==> src/rtl/rv_fetch_pkg.sv <==
// Shared widths and the instruction-length rule for the fetch/align stage.
package rv_fetch_pkg;

  localparam int unsigned HW_W   = 16;
  localparam int unsigned INST_W = 32;
  localparam logic [1:0]  RVC_OPC_MASK = 2'b11;

  function automatic logic is_rvc(input logic [HW_W-1:0] hw);
    return (hw[1:0] & RVC_OPC_MASK) != RVC_OPC_MASK;
  endfunction

endpackage

==> src/rtl/fetch_hq.sv <==
// Halfword queue: single push, pop of 0/1/2 entries, flush; exposes the two head entries.
module fetch_hq
  import rv_fetch_pkg::*;
#(
  parameter  int unsigned DEPTH = 4,
  localparam int unsigned PTR_W = $clog2(DEPTH),
  localparam int unsigned CNT_W = $clog2(DEPTH) + 1
) (
  input  logic             clk,
  input  logic             reset,
  input  logic             flush,
  input  logic             push,
  input  logic [HW_W-1:0]  push_data,
  input  logic [1:0]       pop,
  output logic [HW_W-1:0]  hw0,
  output logic [HW_W-1:0]  hw1,
  output logic [CNT_W-1:0] count
);

  logic [HW_W-1:0]  mem_q [DEPTH];
  logic [PTR_W-1:0] rd_ptr_q, rd_ptr_d, wr_ptr_q, wr_ptr_d, rd_ptr_nx;
  logic [CNT_W-1:0] count_q, count_d;

  always_comb begin
    rd_ptr_d  = rd_ptr_q + PTR_W'(pop);
    wr_ptr_d  = wr_ptr_q + PTR_W'(push);
    count_d   = count_q + CNT_W'(push) - CNT_W'(pop);
    rd_ptr_nx = rd_ptr_q + PTR_W'(1);
    if (flush) begin
      rd_ptr_d = '0;
      wr_ptr_d = '0;
      count_d  = '0;
    end
  end

  always_ff @(posedge clk) begin
    if (reset) begin
      rd_ptr_q <= '0;
      wr_ptr_q <= '0;
      count_q  <= '0;
    end else begin
      rd_ptr_q <= rd_ptr_d;
      wr_ptr_q <= wr_ptr_d;
      count_q  <= count_d;
    end
  end

  always_ff @(posedge clk) begin
    if (push && !flush && !reset) mem_q[wr_ptr_q] <= push_data;
  end

  assign hw0   = mem_q[rd_ptr_q];
  assign hw1   = mem_q[rd_ptr_nx];
  assign count = count_q;

endmodule

==> src/rtl/ifetch_align.sv <==
// Instruction fetch/align: issues halfword reads, queues returns, emits aligned instructions.
// Define IFETCH_RVC_EN for a mixed 16/32-bit stream; otherwise every instruction is 32-bit.
module ifetch_align
  import rv_fetch_pkg::*;
#(
  parameter int unsigned ADDR_WIDTH = 13,
  parameter int unsigned HQ_DEPTH   = 4,
  parameter logic [31:0] RESET_PC   = '0
) (
  input  logic                  clk,
  input  logic                  reset,
  input  logic                  redirect,
  input  logic [31:0]           redirect_pc,
  output logic                  mem_en,
  output logic [ADDR_WIDTH-1:0] mem_addr,
  input  logic [HW_W-1:0]       mem_dout,
  output logic                  inst_valid,
  input  logic                  inst_ready,
  output logic [INST_W-1:0]     inst,
  output logic [31:0]           inst_pc,
  output logic                  inst_rvc
);

  localparam int unsigned CNT_W = $clog2(HQ_DEPTH) + 1;
`ifdef IFETCH_RVC_EN
  localparam logic [31:0] PC_MASK = 32'hFFFF_FFFE;
  localparam logic        RVC_EN  = 1'b1;
`else
  localparam logic [31:0] PC_MASK = 32'hFFFF_FFFC;
  localparam logic        RVC_EN  = 1'b0;
`endif

  logic [31:0]      fetch_pc_q, fetch_pc_d, head_pc_q, head_pc_d;
  logic             inflight_q, inflight_d;
  logic [CNT_W-1:0] count;
  logic [HW_W-1:0]  hw0, hw1;
  logic             head_rvc, enough, xfer, push;
  logic [1:0]       pop_n;
  logic [CNT_W:0]   occ_after;
  logic [31:0]      tgt_pc, issue_pc, head_step;

  fetch_hq #(.DEPTH(HQ_DEPTH)) u_hq (
    .clk      (clk),
    .reset    (reset),
    .flush    (redirect),
    .push     (push),
    .push_data(mem_dout),
    .pop      (pop_n),
    .hw0      (hw0),
    .hw1      (hw1),
    .count    (count)
  );

  always_comb begin
    tgt_pc     = redirect_pc & PC_MASK;
    head_rvc   = RVC_EN && is_rvc(hw0);
    enough     = head_rvc ? (count >= CNT_W'(1)) : (count >= CNT_W'(2));
    inst_valid = enough && !redirect && !reset;
    xfer       = inst_valid && inst_ready;
    pop_n      = xfer ? (head_rvc ? 2'd1 : 2'd2) : 2'd0;
    // A returning read only lands if no redirect kills it this cycle.
    push       = inflight_q && !redirect;
    // Occupancy once this cycle's pop and the returning read are both accounted for.
    occ_after  = redirect ? '0
               : ((CNT_W+1)'(count) - (CNT_W+1)'(pop_n) + (CNT_W+1)'(inflight_q));
    mem_en     = !reset && (occ_after < (CNT_W+1)'(HQ_DEPTH));
    issue_pc   = redirect ? tgt_pc : fetch_pc_q;
    mem_addr   = issue_pc[ADDR_WIDTH:1];
    fetch_pc_d = issue_pc + {29'd0, mem_en, 2'b00} / 32'd2;
    inflight_d = mem_en;
    head_step  = xfer ? (head_rvc ? 32'd2 : 32'd4) : '0;
    head_pc_d  = redirect ? tgt_pc : head_pc_q + head_step;
  end

  always_ff @(posedge clk) begin
    if (reset) begin
      fetch_pc_q <= RESET_PC;
      head_pc_q  <= RESET_PC;
      inflight_q <= 1'b0;
    end else begin
      fetch_pc_q <= fetch_pc_d;
      head_pc_q  <= head_pc_d;
      inflight_q <= inflight_d;
    end
  end

  assign inst     = head_rvc ? {16'h0000, hw0} : {hw1, hw0};
  assign inst_pc  = head_pc_q;
  assign inst_rvc = head_rvc;

endmodule

==> config.mk <==
export PLATFORM = sky130hd
export DESIGN_NAME = ifetch_align
export DESIGN_NICKNAME = d
export VERILOG_FILES = /design/src/rtl/rv_fetch_pkg.sv /design/src/rtl/fetch_hq.sv /design/src/rtl/ifetch_align.sv
export SDC_FILE = /design/constraint.sdc
export NUM_CORES = 1
export LEC_CHECK = 0
export ABC_AREA = 1
export BUFFER_PORTS_ARGS = -buffer_cell sky130_fd_sc_hd__clkbuf_2
export CAP_MARGIN = 0
export CORE_MARGIN = 2
export CORE_UTILIZATION = 55
export CTS_CLUSTER_DIAMETER = 50
export DETAILED_ROUTE_END_ITERATION = 6
export GPL_TIMING_DRIVEN = 1
export PLACE_DENSITY_LB_ADDON = 0.25
export SETUP_SLACK_MARGIN = 0.15
export SLEW_MARGIN = 20
export SYNTH_ARGS = -nofsm -noshare
export SYNTH_HDL_FRONTEND = slang
export SYNTH_SLANG_ARGS = --single-unit
==> constraint.sdc <==
create_clock -name clk -period 10.4 [get_ports clk]
set_clock_uncertainty 0.05 [all_clocks]
set_input_delay 2.08 -clock clk [delete_from_list [all_inputs] [get_ports clk]]
set_output_delay 2.08 -clock clk [all_outputs]
set_load 0.05 [all_outputs]
== Word-level counts from Yosys, hierarchy flattened ==
Memory sizes are Yosys's and may differ from the RTL's. A register that Yosys moved wholly into a read port is not among the register bits.
Index checks and enable logic that the tools add are counted.
Word-level totals
  register bits: 72
  RAM bits: 64
  output and inout port bits: 80
  memories kept: 1
Operators by class
  add/sub/neg operators: 9
  $lt $le $gt $ge: 2
  muxes and demuxes: 8
  reductions and logical operators: 10
Memories
  u_hq.mem_q: depth 4, width 16, rd ports 2, clocked after memory_dff 1, write ports 1, RTL line fetch_hq.sv:20  | logic [HW_W-1:0] mem_q [DEPTH];
Operators by type and width (count)
  2-to-1 mux 32 bit: 2
  adder 32 x 2 -> 32 bit: 1
  adder 32 x 3 -> 32 bit: 1
  logical AND 1 bit: 7
  adder 4 x 1 -> 4 bit: 1
  < comparator 4 x 3 -> 1 bit (second input constant): 1
  2-to-1 mux 2 bit: 2
  2-to-1 mux 4 bit: 1
  subtractor 3 x 2 -> 4 bit: 1
  adder 3 x 1 -> 3 bit: 1
  greater-or-equal comparator 3 x 2 -> 1 bit (second input constant): 1
  2-to-1 mux 3 bit: 1
  subtractor 3 x 2 -> 3 bit: 1
  adder 2 x 1 -> 2 bit: 1
  adder 2 x 1 -> 2 bit (second input constant): 1
  adder 2 bit: 1
  zero test 1 bit: 2
  2-to-1 mux 1 bit: 2
  OR reduction 2 bit: 1

== Logic depth before layout (Yosys ltp) ==
Gate-level depths: netlist (run 1).
  word-level depth: 11
  gate-level depth with buffers: 21

== Hierarchy ==
From an unflattened synthesis (run 1), not the netlist that was laid out.
Second synthesis, totals
  cells, all modules: 837
  area, all modules: 6309.8 µm²
Modules (own cells, without submodules)
  fetch_hq: instances 1, cells an instance 347, area an instance 3393.3 µm², seq. area each 2062.0 µm²
  ifetch_align: instances 1, cells an instance 490, area an instance 2916.5 µm², seq. area each 880.8 µm²

== Worst setup path after synthesis (run 1) ==
Ideal clock, no wire load.
  path kind: in2out
  from: in redirect
  to: out mem_en
  arrival: 4.649 ns
  required time: 8.270 ns
  path slack: 3.621 ns
  cell stages on the path: 13
  cell sequence: buf_6 > inv_4 > buf_12 > buf_6 > nand2_4 > nor2_4 > nand2_2 > ha_1 > ha_1 > nor2_1 > xor2_1 > nand2_1 > a21oi_1
On the way
  longest elaborated chain between the ends: 10
RTL lines
  start: declaration: RTL line ifetch_align.sv:12  | input logic redirect,
  zero test 1 bit: RTL line ifetch_align.sv:58  | inst_valid = enough && !redirect && !reset;
  logical AND 1 bit (2 in a row): RTL line ifetch_align.sv:58
  net inst_valid: RTL line ifetch_align.sv:17  | output logic inst_valid,
  logical AND 1 bit: RTL line ifetch_align.sv:59  | xfer = inst_valid && inst_ready;
  2-to-1 mux 2 bit: RTL line ifetch_align.sv:60  | pop_n = xfer ? (head_rvc ? 2'd1 : 2'd2) : 2'd0;
  subtractor 3 x 2 -> 4 bit: RTL line ifetch_align.sv:65  | : ((CNT_W+1)'(count) - (CNT_W+1)'(pop_n) + (CNT_W+1)'(inflight_q));
  adder 4 x 1 -> 4 bit: RTL line ifetch_align.sv:65
  2-to-1 mux 4 bit: RTL line ifetch_align.sv:64  | occ_after = redirect ? '0
  < comparator 4 x 3 -> 1 bit: RTL line ifetch_align.sv:66  | mem_en = !reset && (occ_after < (CNT_W+1)'(HQ_DEPTH));
  logical AND 1 bit: RTL line ifetch_align.sv:66
  end: declaration: RTL line ifetch_align.sv:14  | output logic mem_en,
The timed path passes the listed nets, and every way through them passes these cells.

== Final worst setup path (run 1) ==
  from: in reset
  to: out mem_en
On the way
  longest elaborated chain between the ends: 9
RTL lines
  start: declaration: RTL line ifetch_align.sv:11  | input logic reset,
  zero test 1 bit (*): RTL line ifetch_align.sv:58, ifetch_align.sv:66
  logical AND 1 bit: RTL line ifetch_align.sv:58
  logical AND 1 bit: RTL line ifetch_align.sv:59
  2-to-1 mux 2 bit: RTL line ifetch_align.sv:60
  subtractor 3 x 2 -> 4 bit: RTL line ifetch_align.sv:65
  adder 4 x 1 -> 4 bit: RTL line ifetch_align.sv:65
  2-to-1 mux 4 bit: RTL line ifetch_align.sv:64
  < comparator 4 x 3 -> 1 bit: RTL line ifetch_align.sv:66
  logical AND 1 bit (*): RTL line ifetch_align.sv:66
Mark *: on every way between the ends. The rest lies on a longest branch, timed or not.

==> results.txt, run 1 <==
The synthesized design contains 64 enable-type register cells. The predominant post-synthesis flop cell is edfxtp_1. The required time of the critical path is between 8 and 9 ns. Setup repair after global routing left no endpoint under its margin. The initial standard-cell utilization of the core came out at 56.8%. The max capacitance violation total came out at 0. In the final routed layout, each cell accounts on average for around 13 um. The critical path starts at reset. The initial antenna violation count is 0. The number of buffers created by CTS is 17.

The arrival time at the worst endpoint is about 4.9 ns. In the routed layout, each cell is associated on average with a via count of 5.08. The hold violation count in the final report came out at 0. The worst max-slew margin expressed relative to the limit is between 30 and 40%. The number of buffers added on ports is roughly 130.

The core footprint is about 9800 sq um. The highest achievable clock rate is 142 MHz. The first TritonRoute pass finished after 5 iterations.

The fraction of synthesized cell area taken by the top area cell type came out at between 30% and 40%. The floorplan die area came out at about 11000 sq um. Clock tree synthesis found a total of ~110 sinks. The reg-to-reg critical path endpoint is fetch_pc_q[13].

The number of design rule violations left after detail routing is 0. The sequential element share of the synthesized area came out at around 52%. TritonCTS built the clock tree.

The most critical setup path has its endpoint at mem_en. The first global-routing pass estimated between 20000 and 25000 um of wire. The via count of the first global-routing pass was ~4700. The flop-to-flop setup slack came out at 7.34 ns.

For this run, global-route usage on met2 was measured as approximately 43%. The total of warnings raised by yosys is 0. The number of synthesized register bits is between 100 and 150.

The number of nets in the layout is ~870. The busiest layer in global routing is met2. The post-CTS resize count came out at 0.

The cell leakage power came out at around 3.2 nW. Across all layers, the routed design uses approximately 4900 vias. The count of buffers added by post-CTS timing repair for setup came out at 0. The fill cell total of the finished layout is a little under 800. The area overhead of the layout relative to synthesis came out at 23.4%. The cell accounting for the most synthesized area is edfxtp_1. Once detail routing completed, the nets flagged for antenna violations numbered 0. The post-CTS clock slew at the launch and capture registers of the worst setup and hold paths is ~0.06 ns. Counting along the longest clock path gives a buffer depth of 2. The number of distinct library cells after synthesis is 37. The most common cell in the synthesized netlist is nand2_1.

The number of diodes is 0. The setup-violating endpoint count in the final report came out at 0. The number of pins exceeding their max-slew limit in the final report is 0. The fraction of registers with async set or reset after synthesis is 0%.

The areal power density over the cells came out at around 180 nW/um^2. The flow ran to the end, and the final reports show no timing, DRC or antenna violations. The boundary pin count came out at 132. The setup TNS after final layout is 0 ns. Global routing consumed, on the met1 layer, about 28% of the routing resources.

The worst path in the final design needs a cycle of 7.02 ns, including I/O delays and setup. Routability-driven placement finished with a final weighted congestion of roughly 0.90. In the final layout, the share of cells above drive strength 1 is between 20% and 30%. STA classifies the critical path startpoint as an input pin. At the pin with the least slew margin, the transition time is roughly 0.96 ns. In the global route stage, overall resource usage came out at 24.0%. By area the synthesized netlist is led by edfxtp_1 34%, dfxtp_1 18%, nand2_1 18%.

The multi-input combinational cell area came out at between 2000 and 2500 sq um. The floorplan has 36 rows. The post-route fraction of the period consumed by the critical path came out at a little under 70%. Summing all flip-flop and latch instances after layout gives 2920 sq um. The maximum fanout along the worst path came out at 28.

The path class of the tightest hold or removal check is reg2reg. The synthesized area came out at roughly 5600 sq um. The maximum number of pins on one net before global-route repair came out at 39. By startpoint and endpoint, the worst setup path is classified as in2out. The CTS root buffer is clkbuf_8. The H-tree was split into 4 levels. The startpoint identified for the worst register-to-register timing path is u_hq.count[1]. The commonest cells after synthesis are 261 x nand2_1, 73 x nor2_1, 65 x inv_1.

The maximum vdd drop came out at between 0.09 and 0.1 mV. The post-synthesis instance total is approximately 680. Summed over all layers, the global routing overflow is 0. The worst setup path is captured at an output port. The clock reaches the later pin of the worst-skew pair after a little over 0.5 ns. The number of design-rule violations left by the first detailed-router iteration is 228.

The hold buffer count at cts came out at 0. The floorplan step set the die height to roughly 100 um. After layout, the design draws a total of around 1.2 mW.

After detailed routing, the total wire length is about 13000 um. Detailed placement ended at an HPWL of between 8000 and 9000 um. The floorplan step set the die width to around 100 um. The synthesized area divided by synthesized cell count is slightly above 8 sq um. The fraction of met3 tracks used by global routing came out at 6.49%. Measured in cells, the most critical reg-to-reg path has a length of 17.
[through the flow]
step / hold slack, ns / worst slack, ns / std cells / utilization, % / cell area (sq um)
floorplan: 0.470 / 3.62 / 685 / - / 5590
detailed placement: 0.511 / 3.36 / 927 / 64.1 / 6300
finish: 0.526 / 3.38 / 959 / 70.1 / 6880
CTS: 0.525 / 3.33 / 959 / 70.1 / 6880
global route: 0.552 / 3.16 / 959 / 70.1 / 6880
global placement: 0.495 / 3.42 / 927 / 64.1 / 6300
[report_power, final]
group / total [mW] / internal [mW] / switching, mW
registers: 0.504 / 0.491 / 0.0129
clock network: 0.573 / 0.348 / 0.225
logic: 0.139 / 0.0346 / 0.105
total: 1.22 / 0.874 / 0.342
[metal layers]
metal,part of all wire (%),vias to the layer above
li1,-,2421
met1,41,2218
met2,50,209
met3,7.0,22
met4,1.7,0
met5,0,-
[final cells by class]
cell class | instances | share of cell area, %
sequential | 114 | 42.5
multi-input combinational | 481 | 33.2
timing repair buffer | 131 | 9.71
clock buffer | 17 | 6.02
inverter | 68 | 3.74
clock inverter | 15 | 2.51
tap | 133 | 2.42
[worst max-delay path, cell delays in order]
cell      delay, ns
clkbuf_2       0.27
inv_2          0.49
nand2_4        0.30
nor2_4         0.17
nand2_2        0.09
ha_1           0.19
ha_1           0.33
nor2_1         0.15
xor2_1         0.16
nand2_1        0.09
a21oi_1        0.23
clkbuf_2       0.33
[cell usage in the layout (no fill, tap or decap), types with 6 or more instances in the layout]
cell	instances
ha_1	9
o21ai_0	16
dfxtp_1	50
xor2_1	6
nand2_4	7
clkbuf_16	16
nor2_1	73
nand2_2	19
edfxtp_1	64
nand2_1	261
nand3_1	33
clkbuf_2	126
nor2_2	6
o22ai_1	7
a21oi_1	17
inv_1	65
[cell families (layout without fill, tap and decap cells)]
kind of cell / Yosys count / after routing / share of synthesized area (%)
compound gates: 44 / 44 / 4.46
xor+xnor: 8 / 8 / 1.26
fa+ha+maj: 9 / 9 / 2.02
buf+inv: 90 / 231 / 7.22
flops: 114 / 114 / 52.4
other cells: 1 / 3 / 0.0672
simple gates: 417 / 417 / 32.6
[sequential cells by signal, indices dropped and copies added (netlist names)]
signal and count:
u_hq.wr_ptr_q 2, u_hq.count 3, u_hq.mem_q 64, inflight_q 1, u_hq.rd_ptr_q 1, inst_pc 30, fetch_pc_q 13
[worst min path at each step]
stage                           startpoint          endpoint  slack [ns]  cells after the start
after floorplan           u_hq.wr_ptr_q[1]  u_hq.wr_ptr_q[1]        0.47                      2
after detailed placement        inst_pc[9]        inst_pc[9]        0.51                      2
after global routing            inst_pc[9]        inst_pc[9]        0.55                      2
after global placement         inst_pc[31]       inst_pc[31]        0.49                      4
final                     u_hq.wr_ptr_q[1]  u_hq.wr_ptr_q[1]        0.53                      2
after CTS                       inst_pc[9]        inst_pc[9]        0.52                      2
Note: power is estimated with default switching activity, not from simulation.
==> run 2: changes to the inputs <==
- CORE_UTILIZATION: 55 -> 54
- clock period: 10.4 -> 6.6 ns (I/O delays scaled with it)
==> run 2 against run 1 <==
Net effect:
- largest cell class unchanged
- hold slack worse by 0.0035 ns
- combinational power is 58% higher
- via count is 1.3% lower
- highest routed layer unchanged
==> results.txt, run 2 (synthesis results as in run 1) <==
The number of cells after detailed placement is between 900 and 1000. The die covers 11200 sq um. The number of buffers created by CTS came out at 17. The initial standard-cell utilization of the core came out at ~55%. After the last flow step, the layout net total stands at a little under 900. The hold violation count in the final report is 0. The clock network fraction of total power came out at between 40% and 50%. The setup TNS after final layout came out at 0 ns. The reg-to-reg critical path endpoint is fetch_pc_q[13]. The setup-violating endpoint count in the final report is 0.

The initial antenna violation count is 0. After clock tree synthesis, the setup repair step added 0 buffers. The setup path with the least slack is of type in2out. The post-CTS clock slew at the launch and capture registers of the worst setup and hold paths is approximately 0.060 ns. The number of placement rows is 37. The horizontal die dimension came out at 106 um.

Relative to the synthesized area, the layout overhead comes to 23.5%. The worst-case clock buffer depth is 2. The number of design-rule violations left by the first detailed-router iteration is around 310. The number of design rule violations left after detail routing is 0.

The number of pins exceeding their max-slew limit in the final report came out at 0. Along the worst path, the maximum fanout reaches 38. The clock sink total is around 110. The clock latency of the later-clocked register in the worst-skew pair came out at 0.51 ns.

The cell leakage power is roughly 3.2 nW. Once layout is complete, the utilization of the core stands at between 60 and 70%. The global-route usage over all layers is 23.3%.

The final RePlAce weighted congestion came out at 0.936. The path with the worst hold slack has its endpoint at inst_pc[28]. The internal power summed over all cells is 1.40 mW. The flop-to-flop setup slack is 3.50 ns. Summed over all nets, the half-perimeter wirelength after detailed placement is 8780 um.

The count of antenna-violating nets left after detailed routing came out at 0. The number of antenna diodes in the final layout is 0. The core footprint came out at approximately 10000 sq um. The H-tree depth is 4.

The TritonCTS clock tree is built. STA classifies the critical path endpoint as an output port. On the critical path, the stage with the largest delay is an instance of inv_4. The iteration count of the initial detailed-routing pass came out at 5. At the pin with the least slew margin, the transition time is about 0.98 ns. Dividing total power by cell area gives a power density of about 280 nW/um^2. Buffers inserted to repair hold after CTS numbered 0. Counting flops per register, the top entry is u_hq.mem_q. The number of gates resized after CTS was 0. The post-route fraction of the period consumed by the critical path came out at 84.0%. The switching portion of total power is about a quarter. The worst hold path belongs to the class reg2reg. The height of the die is 106 um.

IR analysis of the VDD net gives a maximum drop of 0.164 mV. The launching point of the worst reg2reg path is u_hq.count[1]. The worst register-to-register path has a depth of 17. The analysis attributes to net switching a power of roughly 500 uW. In this run the count of I/O pins placed on the die edge is roughly 130.

The delay contributed by the slowest stage of the critical path is ~0.45 ns. The count of cells along the worst hold path is 4. The max capacitance violation total is 0. The highest achievable clock rate is 180 MHz. The required time of the critical path came out at between 5 and 6 ns.

Setup repair after global routing left no endpoint under its margin. The total wire length after detailed routing is ~13000 um. The vias per cell came out at 4.99. Data arrives at the worst endpoint at 4.18 ns.

The flip-flop count of the largest register after layout came out at 64. The routed layout has around 4800 vias. The flow ran to the end, and the final reports show no timing, DRC or antenna violations. The library cell used most frequently in the layout, excluding fill and tap cells, is nand2_1. The first-pass GRT wire length is about 20000 um. The total overflow left after global routing is 0. The worst max-slew margin expressed relative to the limit is 34.0%. The sequential fraction of design power came out at around two fifths. The tree is rooted in a clkbuf_8.

The number of buffers added on ports came out at about 130. The maximum number of pins on one net before global-route repair came out at 39. The portion of total power attributed to combinational logic came out at between 10% and 20%. STA classifies the critical path startpoint as an input pin. The top cell types in the final layout, fill and taps aside, are 261 x nand2_1, 126 x clkbuf_2, 73 x nor2_1.

The via count of the first global-routing pass came out at between 4000 and 5000. The final routed wire length divided by cell count came out at 13.0 um. The time the final worst path needs with I/O delays and setup came out at 5.55 ns. In this run the most critical hold path is launched from inst_pc[28]. The signal on the critical path passes through clkbuf_2, inv_4, nand2_4, nor2_4, nand2_2, ha_1, ha_1, nor2_1, xor2_1, nand2_1, a21oi_1, clkbuf_2. The fraction of layout cells with a size suffix above 1 is 25.6%. The number of standard cells in the layout, taps in and fillers out came out at slightly below 1000.
==> run 2: changes by cell type in the layout (fill, tap and decap cells not counted) <==
cell / previous run / this run
clkinv_4: 3 / 2
bufinv_16: 2 / 3
clkinvlp_4: 1 / 2
clkinv_1: 1 / 3
clkbuf_1: 0 / 1
inv_8: 3 / 0
buf_4: 5 / 6
clkinv_2: 2 / 3
inv_6: 4 / 2
==> run 2: worst max-delay path by stage <==
stage               cells after the start  startpoint      to
CTS                                    12    redirect  mem_en
floorplan                              13    redirect  mem_en
detailed placement                     12    redirect  mem_en
finish                                 12    redirect  mem_en
global route                           12    redirect  mem_en
global placement                       12    redirect  mem_en
==> run 2: layer usage <==
layer | track usage (%) | wire, um | vias up
li1 | - | - | 2413
met1 | 29.0 | 5320 | 2200
met5 | 0 | 0 | -
met3 | 4.89 | 778 | 15
met2 | 39.8 | 6240 | 180
met4 | 8.74 | 189 | 0
==> run 2: power groups by stage <==
stage	logic (mW)	clock network [mW]	registers (mW)
2_1_floorplan	0.120	0	0.850
3_3_place_gp	0.215	0	0.808
3_5_place_dp	0.219	0	0.808
4_1_cts	0.220	0.901	0.794
5_1_grt	0.237	0.932	0.797
6_report	0.219	0.890	0.795
==> run 2: worst max-delay path, delay by kind of cell <==
family	cells	cell delay (ns)
AOI/OAI and AO/OA	1	0.23
adders and majority gates	2	0.52
buffers and inverters	3	1.08
and+or+nand+nor	5	0.84
xor gates and xnor gates	1	0.19
==> run 2: cell type report <==
| class | count | area (sq um) |
|---|---|---|
| Multi-Input combinational cell | 481 | 2280 |
| Clock buffer | 18 | 418 |
| Sequential cell | 114 | 2920 |
| Timing Repair Buffer | 132 | 676 |
| Inverter | 68 | 258 |
| Fill cell | 834 | 3300 |
| Clock inverter | 14 | 163 |
| Tap cell | 136 | 170 |
==> run 2: per-stage QoR <==
| stage | worst slack (ns) | cell area [sq um] | power (mW) | hold slack, ns |
|---|---|---|---|---|
| 2_1_floorplan | 1.34 | 5590 | 0.970 | 0.470 |
| 3_3_place_gp | 1.19 | 6310 | 1.02 | 0.498 |
| 3_5_place_dp | 1.08 | 6310 | 1.03 | 0.512 |
| 4_1_cts | 1.02 | 6890 | 1.92 | 0.526 |
| 5_1_grt | 0.769 | 6890 | 1.97 | 0.552 |
| 6_report | 1.05 | 6890 | 1.90 | 0.522 |
